<file path="config.mk">
export PLATFORM = sky130hd
export DESIGN_NAME = tmds_video_timing_ctrl
export DESIGN_NICKNAME = d
export VERILOG_FILES = /design/src/rtl/tmds_video_timing_ctrl.sv
export SDC_FILE = /design/constraint.sdc
export NUM_CORES = 1
export LEC_CHECK = 0
export ABC_AREA = 1
export CAP_MARGIN = 0
export CORE_MARGIN = 4
export CORE_UTILIZATION = 35
export DETAILED_ROUTE_END_ITERATION = 8
export GPL_TIMING_DRIVEN = 0
export PLACE_DENSITY = 0.75
export SYNTH_ARGS = -nofsm -noshare
export SYNTH_HDL_FRONTEND = slang
export SYNTH_SLANG_ARGS = --single-unit
</file>
<file path="constraint.sdc">
create_clock -name pixclk -period 2.12 [get_ports pixclk]
set_input_delay 0.424 -clock pixclk [delete_from_list [all_inputs] [get_ports pixclk]]
set_output_delay 0.424 -clock pixclk [all_outputs]
set_load 0.005 [all_outputs]
</file>
<file path="src/rtl/tmds_video_timing_ctrl.sv">
// ---------------------------------------------------------------------------
// tmds_video_timing_ctrl
//
// Video timing sequencer for one fixed video mode in front of the three TMDS
// encoders (blue/green/red). It generates the raster counters, HSYNC, VSYNC
// and the data-enable. It also fetches pixels from the framebuffer with a
// 1-cycle fixed-latency request, and presents VD/CD/VDE to every encoder on
// the same cycle. Everything runs in the pixclk domain.
//
// Pipeline (one cycle per stage):
//   stage 0 : counters, pix_req/pix_x/pix_y, raw de/hsync/vsync registered
//   stage 1 : framebuffer returns pix_rgb; raw de/hsync/vsync delayed
//   stage 2 : enc_* registered from pix_rgb and the delayed controls
//
// Ports
//   pixclk       in   1   pixel clock, the only clock
//   rst          in   1   synchronous active-high reset
//   enable       in   1   1 = run video, 0 = stop at the end of this frame
//   pix_req      out  1   pixel fetch strobe, pix_rgb is expected 1 cycle later
//   pix_x        out  10  requested column, 0..H_ACTIVE-1 while pix_req=1
//   pix_y        out  10  requested row, 0..V_ACTIVE-1 while pix_req=1
//   pix_rgb      in   24  {R,G,B} returned by the framebuffer
//   enc_vde      out  1   video data enable to all three encoders
//   enc_vd_b/g/r out  8   video data per encoder, 8'h00 outside active video
//   enc_cd_b     out  2   control data to blue encoder = {vsync,hsync}
//   enc_cd_g/r   out  2   control data to green/red encoders, always 2'b00
//   frame_start  out  1   1-cycle pulse when the counters are (0,0) in RUN
//   active       out  1   high while the sequencer is in RUN
// ---------------------------------------------------------------------------
module tmds_video_timing_ctrl #(
  parameter int   H_ACTIVE = 640,
  parameter int   H_FP     = 16,
  parameter int   H_SYNC   = 96,
  parameter int   H_BP     = 48,
  parameter int   V_ACTIVE = 480,
  parameter int   V_FP     = 10,
  parameter int   V_SYNC   = 2,
  parameter int   V_BP     = 33,
  parameter logic HS_POL   = 1'b0,
  parameter logic VS_POL   = 1'b0
) (
  input  logic        pixclk,
  input  logic        rst,
  input  logic        enable,
  output logic        pix_req,
  output logic [9:0]  pix_x,
  output logic [9:0]  pix_y,
  input  logic [23:0] pix_rgb,
  output logic        enc_vde,
  output logic [7:0]  enc_vd_b,
  output logic [7:0]  enc_vd_g,
  output logic [7:0]  enc_vd_r,
  output logic [1:0]  enc_cd_b,
  output logic [1:0]  enc_cd_g,
  output logic [1:0]  enc_cd_r,
  output logic        frame_start,
  output logic        active
);

  // 10-bit versions of the timing boundaries so every compare is width-matched.
  localparam logic [9:0] H_ACT_C  = 10'(H_ACTIVE);
  localparam logic [9:0] V_ACT_C  = 10'(V_ACTIVE);
  localparam logic [9:0] H_LAST   = 10'(H_ACTIVE + H_FP + H_SYNC + H_BP - 1);
  localparam logic [9:0] V_LAST   = 10'(V_ACTIVE + V_FP + V_SYNC + V_BP - 1);
  localparam logic [9:0] HS_FIRST = 10'(H_ACTIVE + H_FP);
  localparam logic [9:0] HS_LAST  = 10'(H_ACTIVE + H_FP + H_SYNC - 1);
  localparam logic [9:0] VS_FIRST = 10'(V_ACTIVE + V_FP);
  localparam logic [9:0] VS_LAST  = 10'(V_ACTIVE + V_FP + V_SYNC - 1);

  typedef enum logic {
    IDLE = 1'b0,
    RUN  = 1'b1
  } state_t;

  state_t     state_q, state_nxt;
  logic [9:0] h_cnt, v_cnt;
  logic [9:0] h_nxt, v_nxt;
  logic       run_nxt, de_nxt, hs_nxt, vs_nxt, fs_nxt;

  // Stage-1 copies of the raw controls, asserted-high regardless of polarity.
  logic       de_s1, hs_s1, vs_s1;
  // Stage-0 raw controls, aligned with the counters and pix_req.
  logic       de_s0, hs_s0, vs_s0;

  // Next-state and next-counter logic. enable is only looked at when the
  // last pixel of the frame is reached, so dropping and re-raising it
  // mid-frame has no visible effect.
  always_comb begin
    state_nxt = state_q;
    h_nxt     = h_cnt;
    v_nxt     = v_cnt;
    case (state_q)
      IDLE: begin
        h_nxt = '0;
        v_nxt = '0;
        if (enable) state_nxt = RUN;
      end
      RUN: begin
        if (h_cnt == H_LAST) begin
          h_nxt = '0;
          if (v_cnt == V_LAST) begin
            v_nxt = '0;
            if (!enable) state_nxt = IDLE;
          end else begin
            v_nxt = v_cnt + 10'd1;
          end
        end else begin
          h_nxt = h_cnt + 10'd1;
        end
      end
      default: begin
        state_nxt = IDLE;
        h_nxt     = '0;
        v_nxt     = '0;
      end
    endcase
  end

  // Stage-0 outputs are decoded from the next counter values, so that once
  // registered they line up with the counters in the same cycle.
  always_comb begin
    run_nxt = (state_nxt == RUN);
    de_nxt  = run_nxt && (h_nxt < H_ACT_C) && (v_nxt < V_ACT_C);
    hs_nxt  = run_nxt && (h_nxt >= HS_FIRST) && (h_nxt <= HS_LAST);
    vs_nxt  = run_nxt && (v_nxt >= VS_FIRST) && (v_nxt <= VS_LAST);
    fs_nxt  = run_nxt && (h_nxt == 10'd0) && (v_nxt == 10'd0);
  end

  // State register, raster counters and the stage-0 fetch request.
  always_ff @(posedge pixclk) begin
    if (rst) begin
      state_q     <= IDLE;
      h_cnt       <= '0;
      v_cnt       <= '0;
      pix_req     <= 1'b0;
      pix_x       <= '0;
      pix_y       <= '0;
      frame_start <= 1'b0;
      de_s0       <= 1'b0;
      hs_s0       <= 1'b0;
      vs_s0       <= 1'b0;
    end else begin
      state_q     <= state_nxt;
      h_cnt       <= h_nxt;
      v_cnt       <= v_nxt;
      pix_req     <= de_nxt;
      pix_x       <= h_nxt;
      pix_y       <= v_nxt;
      frame_start <= fs_nxt;
      de_s0       <= de_nxt;
      hs_s0       <= hs_nxt;
      vs_s0       <= vs_nxt;
    end
  end

  // Stage 1: hold the controls for one cycle while the framebuffer answers.
  always_ff @(posedge pixclk) begin
    if (rst) begin
      de_s1 <= 1'b0;
      hs_s1 <= 1'b0;
      vs_s1 <= 1'b0;
    end else begin
      de_s1 <= de_s0;
      hs_s1 <= hs_s0;
      vs_s1 <= vs_s0;
    end
  end

  // Stage 2: register the encoder inputs. pix_rgb is valid in the same cycle
  // as the stage-1 controls, so data and syncs leave together. Sync polarity
  // is only applied here; the pipeline carries asserted-high flags.
  always_ff @(posedge pixclk) begin
    if (rst) begin
      enc_vde  <= 1'b0;
      enc_vd_r <= 8'h00;
      enc_vd_g <= 8'h00;
      enc_vd_b <= 8'h00;
      enc_cd_b <= {~VS_POL, ~HS_POL};
    end else begin
      enc_vde  <= de_s1;
      enc_vd_r <= de_s1 ? pix_rgb[23:16] : 8'h00;
      enc_vd_g <= de_s1 ? pix_rgb[15:8]  : 8'h00;
      enc_vd_b <= de_s1 ? pix_rgb[7:0]   : 8'h00;
      enc_cd_b <= {(vs_s1 ? VS_POL : ~VS_POL), (hs_s1 ? HS_POL : ~HS_POL)};
    end
  end

  assign enc_cd_g = 2'b00;
  assign enc_cd_r = 2'b00;
  assign active   = (state_q == RUN);

endmodule

</file>
==> results.sh <==
export IMPL_gp_routability_congestion=0.8467
export IMPL_finalInstanceArea_um2=3446
export IMPL_commonest_non_fill_non_tap_cell_in_the_layout="sky130_fd_sc_hd__clkdlybuf4s50_1"
export IMPL_totalWireLength_mm=6.116
export IMPL_io_buffers=76
export IMPL_cp_end_kind="flip-flop"
export IMPL_clockBufferDepth=2
export IMPL_cts_repair_timing_setup_buffer_count=0
export IMPL_path_depth=10
export IMPL_worst_clock_skew_ns=0.01076
export IMPL_dp_final_hpwl_mm=4.814
export IMPL_synthDominantAreaCellType="sky130_fd_sc_hd__dfxtp_1"
export IMPL_fp_dieW_um=91.88
export IMPL_route_vias_total=2376
export IMPL_cts_buffers_inserted=5
export IMPL_design_core_area_um2=6832
export IMPL_unique_cell_type_count_in_the_yosys_netlist=26
export IMPL_yosys_warnings=0
export IMPL_synth_top_cell_area_share_pct=44.72
export IMPL_syn_to_final_growth_pct=39.94
export IMPL_finalSetupViolCount=0
export IMPL_cts_resized=0
export IMPL_worst_ir_drop_vdd_mv=0.2451
export IMPL_timing_setup_critical_path_class="reg2reg"
export IMPL_firstDrtPassIters=5
export IMPL_die_area_um2=8441
export IMPL_cts_sink_count=55
export IMPL_finalHoldViolCount=0
export IMPL_num_rows=30
export IMPL_crit_path_cells="ha_1 -> inv_1 -> nor2_1 -> nand3_1 -> o21bai_1 -> nand2_1 -> nor2_1 -> nand3_1 -> nor2_1 -> nor2_1"
export IMPL_power_switching_mw=0.4252
export IMPL_htreeDepth=2
export IMPL_totalPowerFinal_mw=1.812
export IMPL_synth_async_reset_ratio_pct=0
export IMPL_drive_above_1_share_pct=7.289
export IMPL_die_height_um=91.88
export IMPL_power_per_cell_area_nw_per_um2=525.7
export IMPL_path_max_fanout=6
export IMPL_timing_critical_path_required_ns=2.34
export IMPL_seq_area_frac_synth_pct=44.72
export IMPL_per_cell_via_count_in_the_routed_design=4.441
export IMPL_detailedRoute_firstIterationViolations=170
export IMPL_critical_path_n_buffers_inverters=1
export IMPL_critPathLaunch="v_cnt[1]$_SDFF_PP0_"
export IMPL_postLayoutSetupSlackWorst_ns=0.2241
export IMPL_commonest_non_fill_non_tap_cells_in_the_layout="sky130_fd_sc_hd__clkdlybuf4s50_1, sky130_fd_sc_hd__nor2_1, sky130_fd_sc_hd__nand2_1"
export IMPL_clock_insertion_delay_worst_skew_ns=0.31
export IMPL_place_ws_ns=0.1477
export IMPL_drt_antenna_violating_nets=0
export IMPL_power_internal_mw=1.386
export IMPL_slowest_delay_ns=0.45
export IMPL_postPlaceCellArea_um2=3354
export IMPL_synth_edf_count=0
export IMPL_ys_flop_type="sky130_fd_sc_hd__dfxtp_1"
export IMPL_max_freq_mhz=527.4
export IMPL_grt_total_usage_pct=14.61
export IMPL_critical_path_reg2reg_startpoint="v_cnt[1]$_SDFF_PP0_"
export IMPL_postSynthAreaPerCell_um2=6.995
export IMPL_status="complete, no violations"
export IMPL_timing_final_max_slew_violations=0
export IMPL_worst_ep_arrival_time_ns=2.11
export IMPL_cell_repeated_most_along_the_worst_path="sky130_fd_sc_hd__nor2_1"
export IMPL_tritoncts_clock_tree="built"
export IMPL_critical_path_reg2reg_endpoint="de_s0$_SDFF_PP0_"
export IMPL_layout_nets=468
export IMPL_critPathSlowestCell="sky130_fd_sc_hd__dfxtp_1"
export IMPL_grt_max_degree=18
export IMPL_post_cts_hold_buffer_count=0
export IMPL_start_util_pct=36.04
export IMPL_routed_wire_length_per_instance_um=11.43
export IMPL_hold_class="reg2reg"
export IMPL_r2r_cell_count=10
export IMPL_drcViolationCount=0
export IMPL_total_leakage_power_nw=1.609
export IMPL_grt_setup_unrepaired="no"
export IMPL_ioPinCount=81
export IMPL_synthesis_area_um2=2462
export IMPL_cts_root_buffer_cell="sky130_fd_sc_hd__clkbuf_8"
export IMPL_antenna_cells=0
export IMPL_global_route_wire_length_before_repair_mm=10.11
export IMPL_setup_worst_path_end="de_s0$_SDFF_PP0_"
export IMPL_antenna_violations_before_repair=0
export IMPL_worst_setup_hold_path_clk_slew_ns=0.10
export IMPL_ys_ff_latch=55
export IMPL_grt_ovfl_total=0
export IMPL_seq_power_share_pct=58.6
export IMPL_min_period_over_period_pct=89.43
export IMPL_switching_share_pct=23.47
export IMPL_power_combinational_fraction_pct=9.2
export IMPL_setup_total_negative_slack_ns=0
export IMPL_regToRegSetupSlack_ns=0.22
export IMPL_timing_final_crit_period_ns=1.896
export IMPL_syn_instance_count=352
export IMPL_synth_area_leaders="sky130_fd_sc_hd__dfxtp_1, sky130_fd_sc_hd__nor2_1, sky130_fd_sc_hd__nand2_1"
export IMPL_max_cap_violations=0
export IMPL_timing_critical_path_from_type="flip-flop"
export IMPL_cp_top_family="simple AND/OR/NAND/NOR gates"
export IMPL_first_global_vias=2261
export IMPL_proportion_of_power_drawn_by_the_clock_network_pct=32.2
## metal layers
layer / global-route usage (%) / up-vias / part of all wire [%]
li1: - / 1234 / -
met1: 16.74 / 1076 / 43
met2: 26.70 / 57 / 51
met3: 3.363 / 9 / 4.8
met4: 4.579 / 0 / 1.5
met5: 0 / - / 0
## cells by family (layout without fill, tap and decap cells)
kind of cell | Yosys count | in the layout | share of synthesized area (%)
simple gates | 204 | 204 | 38.26
buf+inv | 76 | 160 | 12.35
flops | 55 | 55 | 44.72
compound gates | 12 | 12 | 2.642
fa+ha+maj | 3 | 3 | 1.525
other cells | 1 | 4 | 0.1523
xor+xnor | 1 | 1 | 0.3558
## worst min-delay path by stage
stage	from	to	slack, ns	cells after the start
final	vs_s1$_SDFF_PP0_	enc_cd_b[1]$_SDFF_PP1_	0.38	1
after global routing	vs_s1$_SDFF_PP0_	enc_cd_b[1]$_SDFF_PP1_	0.42	1
after CTS	vs_s1$_SDFF_PP0_	enc_cd_b[1]$_SDFF_PP1_	0.39	1
after detailed placement	vs_s1$_SDFF_PP0_	enc_cd_b[1]$_SDFF_PP1_	0.36	1
after global placement	vs_s1$_SDFF_PP0_	enc_cd_b[1]$_SDFF_PP1_	0.36	1
after floorplan	hs_s1$_SDFF_PP0_	enc_cd_b[0]$_SDFF_PP1_	0.35	1
## power groups by stage
stage               clock network [mW]  registers, mW  logic [mW]
floorplan                            0           1.09      0.0609
global placement                     0           1.08       0.165
detailed placement                   0           1.09       0.167
CTS                              0.606           1.06       0.168
global route                     0.648           1.06       0.183
finish                           0.584           1.06       0.166
## synth_stat cells, types with 4 or more instances
cell                       number
sky130_fd_sc_hd__nand2_1       66
sky130_fd_sc_hd__nand3_1       29
sky130_fd_sc_hd__buf_4          4
sky130_fd_sc_hd__a21oi_1        5
sky130_fd_sc_hd__inv_1         64
sky130_fd_sc_hd__nand4_1       12
sky130_fd_sc_hd__nor2_1        74
sky130_fd_sc_hd__nor3_1         6
sky130_fd_sc_hd__clkbuf_1       4
sky130_fd_sc_hd__nand2_2        4
sky130_fd_sc_hd__dfxtp_1       55
sky130_fd_sc_hd__o21ai_0        5
## through the flow
step,util (%),std cells,hold WS (ns)
after global placement,49.10,527,0.3598
after detailed placement,49.10,527,0.3632
after CTS,50.42,535,0.3879
final,50.44,535,0.3817
after global routing,50.44,535,0.4181
after floorplan,-,355,0.3509
## area by class of cell
type | count | area, µm²
Buffer | 9 | 50.05
Clock buffer | 6 | 72.57
Clock inverter | 2 | 17.52
Fill cell | 704 | 3386
Inverter | 67 | 254.0
Multi-Input combinational cell | 224 | 1069
Sequential cell | 55 | 1102
Tap cell | 96 | 120.1
Timing Repair Buffer | 76 | 760.7
## state kept, by name, summed over array words and instances (netlist names), 2 cells and up
register  count
v_cnt        10
h_cnt        10
enc_vd_g      8
enc_vd_r      8
enc_vd_b      8
enc_cd_b      2
(Power assumes the default switching activity.)
